`src/rtl/fetch_pc_unit.sv`:
```
// -----------------------------------------------------------------------------
// fetch_pc_unit
//   Instruction-fetch / program-counter stage sitting in front of the opcode
//   decoder. Holds the PC and fetches one instruction word at a time over a
//   req/ack handshake. It presents opcode/funct to the decoder and forms the
//   next PC from the decoder's jump/branch results when the instruction retires.
//
// Parameters
//   RESET_PC        PC loaded on reset
//   TIMEOUT_CYCLES  FETCH cycles without ack before fetch_err (0 = disabled)
//
// Build option
//   PC_ALIGN_CHK_EN  defined   : a misaligned next PC traps into the error
//                                state with the faulting address left in pc.
//                    undefined : next_pc[1:0] is silently forced to 2'b00.
//
// Ports
//   clk, rst_n            clock (rising edge), synchronous active-low reset
//   imem_req/imem_addr    fetch request and address (= pc)
//   imem_ack/imem_rdata   memory response
//   instr, instr_valid    latched instruction and its valid flag
//   opcode, funct         instr[31:26], instr[5:0] for the decoder
//   pc, pc_plus4          address of instr and its sequential successor
//   retire, stall         downstream completion handshake
//   jump, branch,
//   branch_taken, rs_val  redirect information, valid on the retire cycle
//   fetch_err             sticky fetch timeout / misalignment error
// -----------------------------------------------------------------------------
module fetch_pc_unit #(
  parameter logic [31:0] RESET_PC       = 32'h0000_0000,
  parameter int unsigned TIMEOUT_CYCLES = 16
) (
  input  logic        clk,
  input  logic        rst_n,
  output logic        imem_req,
  output logic [31:0] imem_addr,
  input  logic        imem_ack,
  input  logic [31:0] imem_rdata,
  output logic [31:0] instr,
  output logic        instr_valid,
  output logic [5:0]  opcode,
  output logic [5:0]  funct,
  output logic [31:0] pc,
  output logic [31:0] pc_plus4,
  input  logic        retire,
  input  logic        stall,
  input  logic [1:0]  jump,
  input  logic        branch,
  input  logic        branch_taken,
  input  logic [31:0] rs_val,
  output logic        fetch_err
);

  localparam logic [1:0] S_IDLE  = 2'd0;
  localparam logic [1:0] S_FETCH = 2'd1;
  localparam logic [1:0] S_HOLD  = 2'd2;
  localparam logic [1:0] S_ERR   = 2'd3;

  // Counter only needs to reach TIMEOUT_CYCLES-1.
  localparam int unsigned     CNT_W    = (TIMEOUT_CYCLES > 2) ? $clog2(TIMEOUT_CYCLES) : 1;
  localparam logic [CNT_W-1:0] CNT_LAST = CNT_W'(TIMEOUT_CYCLES - 1);
  localparam bit               TO_EN    = (TIMEOUT_CYCLES != 0);

  logic [1:0]       state_q, state_d;
  logic [31:0]      pc_q, pc_d;
  logic [31:0]      instr_q, instr_d;
  logic [CNT_W-1:0] cnt_q, cnt_d;
  logic             err_q, err_d;

  logic [31:0]        pc_plus4_w;
  logic [31:0]        jump_tgt;
  logic signed [31:0] br_off;
  logic [31:0]        next_pc;
  logic               retire_go;

  assign pc_plus4_w = pc_q + 32'd4;
  assign jump_tgt   = {pc_plus4_w[31:28], instr_q[25:0], 2'b00};
  assign br_off     = {{14{instr_q[15]}}, instr_q[15:0], 2'b00};
  assign retire_go  = retire && !stall;

  // Redirect priority: J/JAL, then JR, then taken branch, else sequential.
  // jump==2'b11 falls into the sequential/branch path.
  always_comb begin
    next_pc = pc_plus4_w;
    case (jump)
      2'b01:   next_pc = jump_tgt;
      2'b10:   next_pc = rs_val;
      default: begin
        if (branch && branch_taken) begin
          next_pc = pc_plus4_w + $unsigned(br_off);
        end
      end
    endcase
  end

  always_comb begin
    state_d = state_q;
    pc_d    = pc_q;
    instr_d = instr_q;
    cnt_d   = cnt_q;
    err_d   = err_q;
    case (state_q)
      S_IDLE: begin
        state_d = S_FETCH;
      end
      S_FETCH: begin
        if (imem_ack) begin
          instr_d = imem_rdata;
          cnt_d   = '0;
          state_d = S_HOLD;
        end else begin
          cnt_d = cnt_q + 1'b1;
          if (TO_EN && (cnt_q == CNT_LAST)) begin
            state_d = S_ERR;
            err_d   = 1'b1;
          end
        end
      end
      S_HOLD: begin
        if (retire_go) begin
`ifdef PC_ALIGN_CHK_EN
          // Faulting address stays visible in pc for diagnosis.
          pc_d = next_pc;
          if (next_pc[1:0] != 2'b00) begin
            state_d = S_ERR;
            err_d   = 1'b1;
          end else begin
            state_d = S_FETCH;
          end
`else
          pc_d    = {next_pc[31:2], 2'b00};
          state_d = S_FETCH;
`endif
        end
      end
      default: begin
        // S_ERR is left only through reset.
        state_d = S_ERR;
      end
    endcase
  end

  always_ff @(posedge clk) begin
    if (!rst_n) begin
      state_q <= S_IDLE;
      pc_q    <= RESET_PC;
      instr_q <= '0;
      cnt_q   <= '0;
      err_q   <= 1'b0;
    end else begin
      state_q <= state_d;
      pc_q    <= pc_d;
      instr_q <= instr_d;
      cnt_q   <= cnt_d;
      err_q   <= err_d;
    end
  end

  assign imem_req    = (state_q == S_FETCH);
  assign imem_addr   = pc_q;
  assign instr       = instr_q;
  assign instr_valid = (state_q == S_HOLD);
  assign opcode      = instr_q[31:26];
  assign funct       = instr_q[5:0];
  assign pc          = pc_q;
  assign pc_plus4    = pc_plus4_w;
  assign fetch_err   = err_q;

endmodule

```
`config.mk`:
```
export PLATFORM = sky130hd
export DESIGN_NAME = fetch_pc_unit
export DESIGN_NICKNAME = d
export VERILOG_FILES = /design/src/rtl/fetch_pc_unit.sv
export SDC_FILE = /design/constraint.sdc
export NUM_CORES = 1
export LEC_CHECK = 0
export CAP_MARGIN = 5
export CORE_MARGIN = 5
export CORE_UTILIZATION = 35
export CTS_CLUSTER_SIZE = 20
export DETAILED_ROUTE_END_ITERATION = 8
export GPL_ROUTABILITY_DRIVEN = 0
export PLACE_DENSITY = 0.66
export SLEW_MARGIN = 20
export SYNTH_ARGS = -nofsm -noshare
export SYNTH_HDL_FRONTEND = slang
export SYNTH_SLANG_ARGS = --single-unit
```
`constraint.sdc`:
```
create_clock -name clk -period 10.25 [get_ports clk]
set_input_delay 1.5375 -clock clk [delete_from_list [all_inputs] [get_ports clk]]
set_output_delay 1.5375 -clock clk [all_outputs]
set_load 0.1 [all_outputs]
```
==> impl_summary.md, run 1 <==
Status
The run finished with clean final reports.

Drt
In the final routed layout, each cell accounts on average for 18.1 um. The total number of vias is 6088. For this block, wires on met1 add up to 9.63 mm.

The amount of wire on met2 after detailed routing is around 9.5 mm. The number of DRC markers in iteration 0 is 390. In the routed design, unresolved DRC markers number 0. The highest layer touched by signal routing is met5. The detail-routed via count per cell is 5.34.

Summed over all nets, wire length on met3 after detailed routing comes to 1.28 mm. The routed wire length is 20.7 mm. The total iterations of the first detailed-routing run is 5. The detail route stage leaves a number of antenna-violating nets equal to 0.

Clock network
Clock tree synthesis selected as its root buffer the cell sky130_fd_sc_hd__clkbuf_16. The quantity of gates resized following cts is 0. The clock tree synthesis step divided the H-tree into 3 levels. For the worst-skew pair, the clock arrives at the later sink with an insertion delay of 330 ps. The number of buffers created by CTS is 9. The longest clock path from root to sink contains 2 buffers. The number of buffers added for setup after CTS is 0. The clock tree from TritonCTS is done. In this run, post-CTS hold repair placed 0 buffers. Clock-pin slew was measured on the worst setup and hold paths at roughly 60 ps. Clock tree synthesis found a total of 69 sinks.

GRT
The total overflow left after global routing is 0. The initial antenna violation count is 2. The first-pass GRT wire length is 32.0 mm. The number of global-route vias before repair is about 5700. In the global route stage, overall resource usage came out at 0.216.

The largest net degree at the start of global routing is between 50 and 60.

Floorplanning
In this run the vertical extent of the chip is around 140 um. In this run the horizontal extent of the chip is between 100 and 150 um. The die covers 0.0189 mm^2. The starting density of the core is 0.358. The total area inside the core boundary comes to ~0.016 mm^2. The total number of placement rows is 46.

During I/O placement, the number of pins put on the boundary was ~220.

Placed design
The half-perimeter wire length after detailed placement is 15.9 mm. After detailed placement, the design holds a cell count of 1123. The count of buffers added on input and output ports is 207. The instance area at placement is approximately 0.0076 mm^2. Prior to clock tree synthesis, the placed netlist has a worst setup slack of 5280 ps.

Timing
In this run the tightest slew margin relative to its limit is 0.315. The final period utilization is 0.518. Setup repair after global routing left no endpoint under its margin. The maximum clock frequency is 188 MHz. The number of pins exceeding their max-slew limit in the final report is 0. The slew of the pin with the lowest slew margin is 1020 ps. The routed design could run at a clock period as short as 5310 ps.

The number of failing setup endpoints in the final timing report is 0. The sum of negative setup slack is 0 ps. Between clock sinks in the finished design, the worst skew comes to approximately 11 ps. The number of endpoints with negative hold slack in the final report came to 0. The worst hold slack is 474 ps.

After layout, the worst setup slack is 4940 ps.

Synth
Of the synthesized area, sequential elements account for 0.242. The cell count after synthesis is 775. The synthesized area divided by synthesized cell count is 7.36 um^2. The cell accounting for the most synthesized area is sky130_fd_sc_hd__dfxtp_1. After synthesis, the cell types taking the most area are sky130_fd_sc_hd__dfxtp_1 (24%), sky130_fd_sc_hd__nand2_1 (8.6%), sky130_fd_sc_hd__a21oi_1 (8.1%). Synthesis instantiated 69 different standard cells from the library. Yosys printed 0 warnings.

The fraction of synthesized cell area taken by the top area cell type is 0.242. The area of the mapped netlist is 0.00570 mm^2. Yosys mapped a number of flops with a built-in enable equal to 0. The proportion of synthesized flip-flops having asynchronous set or reset is 0.

The main flop type after synthesis is sky130_fd_sc_hd__dfxtp_1. Synthesis inferred 69 register bits.

Final layout
The library cells used most frequently in the layout, excluding fill and tap cells, are sky130_fd_sc_hd__clkdlybuf4s50_1 (207), sky130_fd_sc_hd__nand2_1 (130), sky130_fd_sc_hd__a21oi_1 (92), sky130_fd_sc_hd__dfxtp_1 (69), sky130_fd_sc_hd__nor2_1 (54). Relative to the synthesized area, the layout overhead comes to 39.0%. The end-of-flow core utilization is 0.497. The summed area of non-filler cells in the final layout is 0.00793 mm^2. The count of cells in the finished layout, fillers not included, comes to about 1100.

Leaving out fill and tap cells, the most frequent cell in the layout is sky130_fd_sc_hd__clkdlybuf4s50_1. The layout has 1596 filler cells. After the last flow step, the layout net total stands at 1028. The fraction of final layout cells with drive strength greater than 1 is 0.0455.

Run
The number of violations of the max-capacitance limit is 0.

Critical path
Walking the worst path, the cells encountered are ha_1, nand4_1, nor3_2, nand2_1, nor2_1, xor2_1, clkdlybuf4s50_1. The required time reported for the critical path endpoint is 8710 ps. The worst setup path is launched from a flip-flop.

The largest single stage delay on the critical path is approximately 1200 ps. The slowest cell on the critical path is sky130_fd_sc_hd__clkdlybuf4s50_1. The worst setup path is captured at an output pin. The reg-to-reg startpoint is imem_addr[2].

The capture point of the critical path is pc_plus4[30]. Tracing the worst setup path back leads to its startpoint at imem_addr[2]. Data arrives at the worst endpoint at 3770 ps. The setup path with the least slack is of type flip-flop to output pin. The depth of the most critical reg-to-reg path is 15. Of all nets on the critical path, the largest fanout is 8. For flop-to-flop paths, the worst setup slack is approximately 6000 ps.

In this run the critical register-to-register path is captured at imem_addr[31].

Power
The power density relative to cell area is 110 mW/mm^2. The worst-case IR drop observed on VDD is 0.0000695 V. The leakage power figure is just over 3 nW. The total design power is 0.874 mW.

Worst hold path
The worst hold path class is flip-flop to flip-flop.
-- sequential cells by signal, indices dropped and copies added, names as in the netlist --
name / cells
imem_addr: 30
instr: 32
cnt_q: 4
state_q: 2
fetch_err: 1
-- cells by family (layout without fill, tap and decap cells) --
family                   after synthesis  after routing  share of synthesized area
buffers and inverters                105            248                      0.101
XOR/XNOR                              49             49                     0.0766
flip-flops                            69             69                      0.242
other                                  1              7                   0.000658
AND/OR/NAND/NOR                      283            283                      0.231
AO/OA/AOI/OAI                        230            230                      0.264
multiplexers                           1              1                    0.00176
adder cells (fa/ha/maj)               37             37                     0.0825
-- final cells by class --
class | count | area, um^2 | share of cell area
timing repair buffer | 215 | 2130 | 0.269
clock buffer | 9 | 225 | 0.0284
inverter | 17 | 63.8 | 0.00805
antenna | 1 | 2.50 | 0.000316
multi-input combinational | 606 | 3770 | 0.476
sequential | 69 | 1380 | 0.174
tap | 216 | 270 | 0.0341
clock inverter | 7 | 80.1 | 0.0101
-- metal layers --
| layer | global-route usage | vias to the layer above |
|---|---|---|
| met1 | 0.311 | 2833 |
| met2 | 0.333 | 210 |
| li1 | - | 3021 |
| met4 | 0.0571 | 2 |
| met5 | 0 | - |
| met3 | 0.0369 | 22 |
-- synthesized netlist by cell type, drive strengths merged (5+ instances only) --
cell type,count
a211oi,8
a21o,19
a21oi,92
a221o,8
a221oi,19
and2,8
and3,11
buf,55
clkbuf,33
dfxtp,69
ha,36
inv,17
nand2,131
nand2b,6
nand3,25
nand4,15
nor2,56
nor2b,5
nor3,13
o211ai,9
o21ai,35
o21bai,5
xnor2,30
xor2,19
-- worst min-delay path by stage --
| stage | start | end | depth (start not counted) |
|---|---|---|---|
| 6_report | instr[30] | instr[30] | 2 |
| 3_3_place_gp | instr[31] | instr[31] | 2 |
| 4_1_cts | instr[30] | instr[30] | 2 |
| 2_1_floorplan | cnt_q[1] | cnt_q[1] | 2 |
| 3_5_place_dp | instr[30] | instr[30] | 2 |
| 5_1_grt | instr[20] | instr[20] | 2 |
-- critical path: cells and delay by family, from the launching register on --
| family | cells | cell delay, ps |
|---|---|---|
| buffers and inverters | 1 | 1210 |
| and+or+nand+nor | 4 | 1080 |
| DFF | 1 | 500 |
| xor gates and xnor gates | 1 | 370 |
| adders and majority gates | 1 | 270 |
-- where the power goes --
group          total (mW)  internal, mW  switching [mW]
clock network       0.323         0.192           0.131
registers           0.290         0.277          0.0131
logic               0.261        0.0759           0.185
total               0.874         0.545           0.329
Note: power is estimated with default switching activity, not from simulation.
==> run 2: changes to the inputs <==
==> constraint.sdc (replaced) <==
create_clock -name clk -period 4.9 [get_ports clk]
set_input_delay 0.735 -clock clk [delete_from_list [all_inputs] [get_ports clk]]
set_output_delay 0.735 -clock clk [all_outputs]
set_load 0.1 [all_outputs]
==> run 2 against run 1 <==
- wire length is 1.4% higher
- clock power is 130% higher
- die area unchanged
- critical path type is now flip-flop to flip-flop
- largest cell class unchanged
==> impl_summary.md, run 2 (synthesized netlist as in run 1, its figures left out) <==
Final layout
The fraction of final layout cells with drive strength greater than 1 was 0.0938 (was 0.0455). The number of flip-flops under the largest register name came to 32 (unchanged). The end-of-flow core utilization is 0.513 (was 0.497). The layout-stage area growth over the synthesis result is 43.5% (was 39.0%). The net count of the finished layout is 1033 (was 1028). The summed area of non-filler cells in the final layout came to 0.00818 mm^2 (was 0.00793 mm^2). The leading cell type in the layout, fill and taps excluded was sky130_fd_sc_hd__clkdlybuf4s50_1 (unchanged).

The number of inserted diodes is 0 (was 1). Commonest non-fill, non-tap cells in the layout: sky130_fd_sc_hd__clkdlybuf4s50_1 (190), sky130_fd_sc_hd__nand2_1 (131), sky130_fd_sc_hd__a21oi_1 (92), sky130_fd_sc_hd__dfxtp_1 (69), sky130_fd_sc_hd__nor2_1 (54) (was sky130_fd_sc_hd__clkdlybuf4s50_1 (207), sky130_fd_sc_hd__nand2_1 (130), sky130_fd_sc_hd__a21oi_1 (92), sky130_fd_sc_hd__dfxtp_1 (69), sky130_fd_sc_hd__nor2_1 (54)). The filler cell count in the final layout is 1581 (was 1596).

Timing
The slew of the pin with the lowest slew margin is 1040 ps (was 1020 ps). The number of endpoints with negative hold slack in the final report was 0 (unchanged). The worst slew slack as a fraction of its limit is 0.302 (was 0.315).

In the finished design, the share of the clock period the worst path needs comes to 0.825. The number of failing setup endpoints in the final timing report was 0 (unchanged). The setup skew after layout is 9.11 ps (was 10.7 ps).

The maximum clock frequency is 247 MHz. The number of pins exceeding their max-slew limit in the final report is 0 (unchanged). RSZ-0062 raised after global routing: false (unchanged). The post-route minimum period is 4040 ps.

GRT
The initial antenna violation count was 1 (was 2). The number of global-route vias before repair was 5823 (was 5667). The global-route congestion overflow total came to 0 (unchanged).

The total global routing track utilization is 0.222 (was 0.216). The first-pass GRT wire length is 32.5 mm (was 32.0 mm). The largest net degree at the start of global routing is 55 (was 56).

Drt
The total iterations of the first detailed-routing run is 5 (unchanged). The detailed-routing wirelength on met1 came to 9.58 mm (was 9.63 mm). The detail-routed via count per cell is 5.34 (about the same). The met3 routed wirelength is 1.67 mm (was 1.28 mm). The routed wire length came to 21.0 mm (was 20.7 mm). The highest routing layer actually used is met5 (unchanged). The number of DRC markers in iteration 0 is 450 (was 390). The number of remaining DRC errors is 0 (unchanged). The wire length per cell is 18.3 um (was 18.1 um). The amount of wire on met2 after detailed routing is 9.26 mm (was 9.45 mm). The number of nets with antenna violations after routing is 0 (unchanged).

The total number of vias came to 6110 (was 6088).

Worst hold path
The worst hold path class is flip-flop to flip-flop (unchanged).

Critical path
Among the stages of the critical path, the cell type that occurs most often is sky130_fd_sc_hd__a21oi_1. The kind of critical path was flip-flop to flip-flop (was flip-flop to output pin). The largest fanout on the critical path is 7 (was 8). The number of buffers and inverters on the critical path was 1 (unchanged).

The worst path arrival time is 4270 ps (was 3770 ps). The peak per-stage delay on the critical path came to 560 ps (was 1210 ps). The required time reported for the critical path endpoint is 5130 ps (was 8710 ps). CP Cell Sequence: nand4_2, or3b_1, nor2_1, xnor2_1, inv_1, ha_1, nand3_1, nor3_1, a32o_1, a21oi_1, a31o_2, a21oi_1, mux2i_1, a2bb2oi_1, nand2_1 (was ha_1, nand4_1, nor3_2, nand2_1, nor2_1, xor2_1, clkdlybuf4s50_1). The kind of launch point of the worst setup path is a flip-flop (unchanged). The slowest cell on the critical path was sky130_fd_sc_hd__or3b_1 (was sky130_fd_sc_hd__clkdlybuf4s50_1).

The critical path's top delay family is simple AND/OR/NAND/NOR gates (was buffers and inverters). The endpoint type of the worst setup path is a flip-flop (was output pin).

Power
The power density relative to cell area is 231 mW/mm^2 (was 110 mW/mm^2). The portion of total power attributed to the clock network came to 0.386 (was 0.370). The net switching power figure is 0.687 mW (was 0.329 mW). The leakage power figure is 3.32 nW (was 3.10 nW). The part of the power in registers was 0.322 (was 0.332). The internal cell power is 1.21 mW (was 0.545 mW). The logic gate share of total power was 0.292 (was 0.298). The proportion of total power due to net switching was 0.363 (was 0.377). The worst supply voltage drop on vdd was 0.000165 V (was 0.0000695 V).

Floorplanning
The starting density of the core is 0.358 (unchanged). The number of placed I/O pins is 216 (unchanged). The total number of placement rows is 46 (unchanged). The die extent in y is 138 um (unchanged).

The area of the core is 0.0159 mm^2 (unchanged). The area of the die is 0.0189 mm^2 (unchanged). The die width is 138 um (unchanged).

Placed design
The half-perimeter wire length after detailed placement was 16.1 mm (was 15.9 mm). The instance area at placement was 0.00786 mm^2 (was 0.00762 mm^2). The quantity of I/O buffers inserted on ports is 207 (unchanged).

Clock network
The clock network latency to the later pin of the worst-skew pair is 340 ps (was 330 ps). The clock tree from TritonCTS is done (unchanged). The quantity of gates resized following cts is 0 (unchanged). The clock-pin slew on the worst setup and hold paths is 60 ps (about the same).

The number of buffers added for setup after CTS came to 0 (unchanged). The number of buffers on the longest clock path is 2 (unchanged). The level count of the clock H-tree is 3 (unchanged). The number of sinks on the clock net is 69 (unchanged). The number of buffers created by CTS is 9 (unchanged).

The clock tree root buffer cell is sky130_fd_sc_hd__clkbuf_16 (unchanged). The hold buffer count at CTS was 0 (unchanged).

Status
Result of the run: complete, no violations (unchanged).

Run
The number of violations of the max-capacitance limit is 0 (unchanged).
-- run 2: cell type report --
class	count	area (um^2)	share of cell area
Timing Repair Buffer	220	2130	0.260
Sequential cell	69	1380	0.169
Tap cell	216	270	0.0330
Clock buffer	11	243	0.0297
Multi-Input combinational cell	606	4010	0.491
Clock inverter	5	82.6	0.0101
Inverter	17	63.8	0.00780
-- run 2: worst register-to-register path, stage by stage, from the launching register on --
cell                        delay, ps
sky130_fd_sc_hd__dfxtp_1          520
sky130_fd_sc_hd__nand4_2          230
sky130_fd_sc_hd__or3b_1           570
sky130_fd_sc_hd__nor2_1           180
sky130_fd_sc_hd__xnor2_1          160
sky130_fd_sc_hd__inv_1            110
sky130_fd_sc_hd__ha_1             400
sky130_fd_sc_hd__nand3_1          210
sky130_fd_sc_hd__nor3_1           270
sky130_fd_sc_hd__a32o_1           160
sky130_fd_sc_hd__a21oi_1           60
sky130_fd_sc_hd__a31o_2           270
sky130_fd_sc_hd__a21oi_1          240
sky130_fd_sc_hd__mux2i_1          310
sky130_fd_sc_hd__a2bb2oi_1        190
sky130_fd_sc_hd__nand2_1           60
-- run 2: final timing paths --
| check | slack, ps | endpoint | cells after the start | start |
|---|---|---|---|---|
| setup / recovery | 860 | imem_addr[31] | 15 | imem_addr[10] |
| setup reg to reg | 860 | imem_addr[31] | 15 | imem_addr[10] |
| hold / removal | 480 | instr[25] | 2 | instr[25] |
| hold reg to reg | 480 | instr[25] | 2 | instr[25] |
-- run 2: power by group through the flow --
stage | registers, mW | clock network [mW] | logic [mW]
after floorplan | 0.728 | 0 | 0.281
after global placement | 0.620 | 0 | 0.550
after detailed placement | 0.620 | 0 | 0.552
after CTS | 0.608 | 0.745 | 0.553
after global routing | 0.612 | 0.768 | 0.584
final | 0.608 | 0.731 | 0.553
-- run 2: per-stage QoR --
stage / hold WS [ps] / TNS, ps / instances / setup slack, ps / total power, mW
2_1_floorplan: 463 / -102 / 780 / -57.3 / 1.01
3_3_place_gp: 460 / 0 / 1128 / 937 / 1.17
3_5_place_dp: 465 / 0 / 1128 / 888 / 1.17
4_1_cts: 476 / 0 / 1144 / 867 / 1.91
5_1_grt: 498 / 0 / 1144 / 510 / 1.96
6_report: 476 / 0 / 1144 / 858 / 1.89
-- run 2: layer usage --
| layer | GRT usage | vias up |
|---|---|---|
| met1 | 0.307 | 2825 |
| met4 | 0.0737 | 2 |
| met5 | 0 | - |
| li1 | - | 3027 |
| met3 | 0.0555 | 30 |
| met2 | 0.335 | 226 |
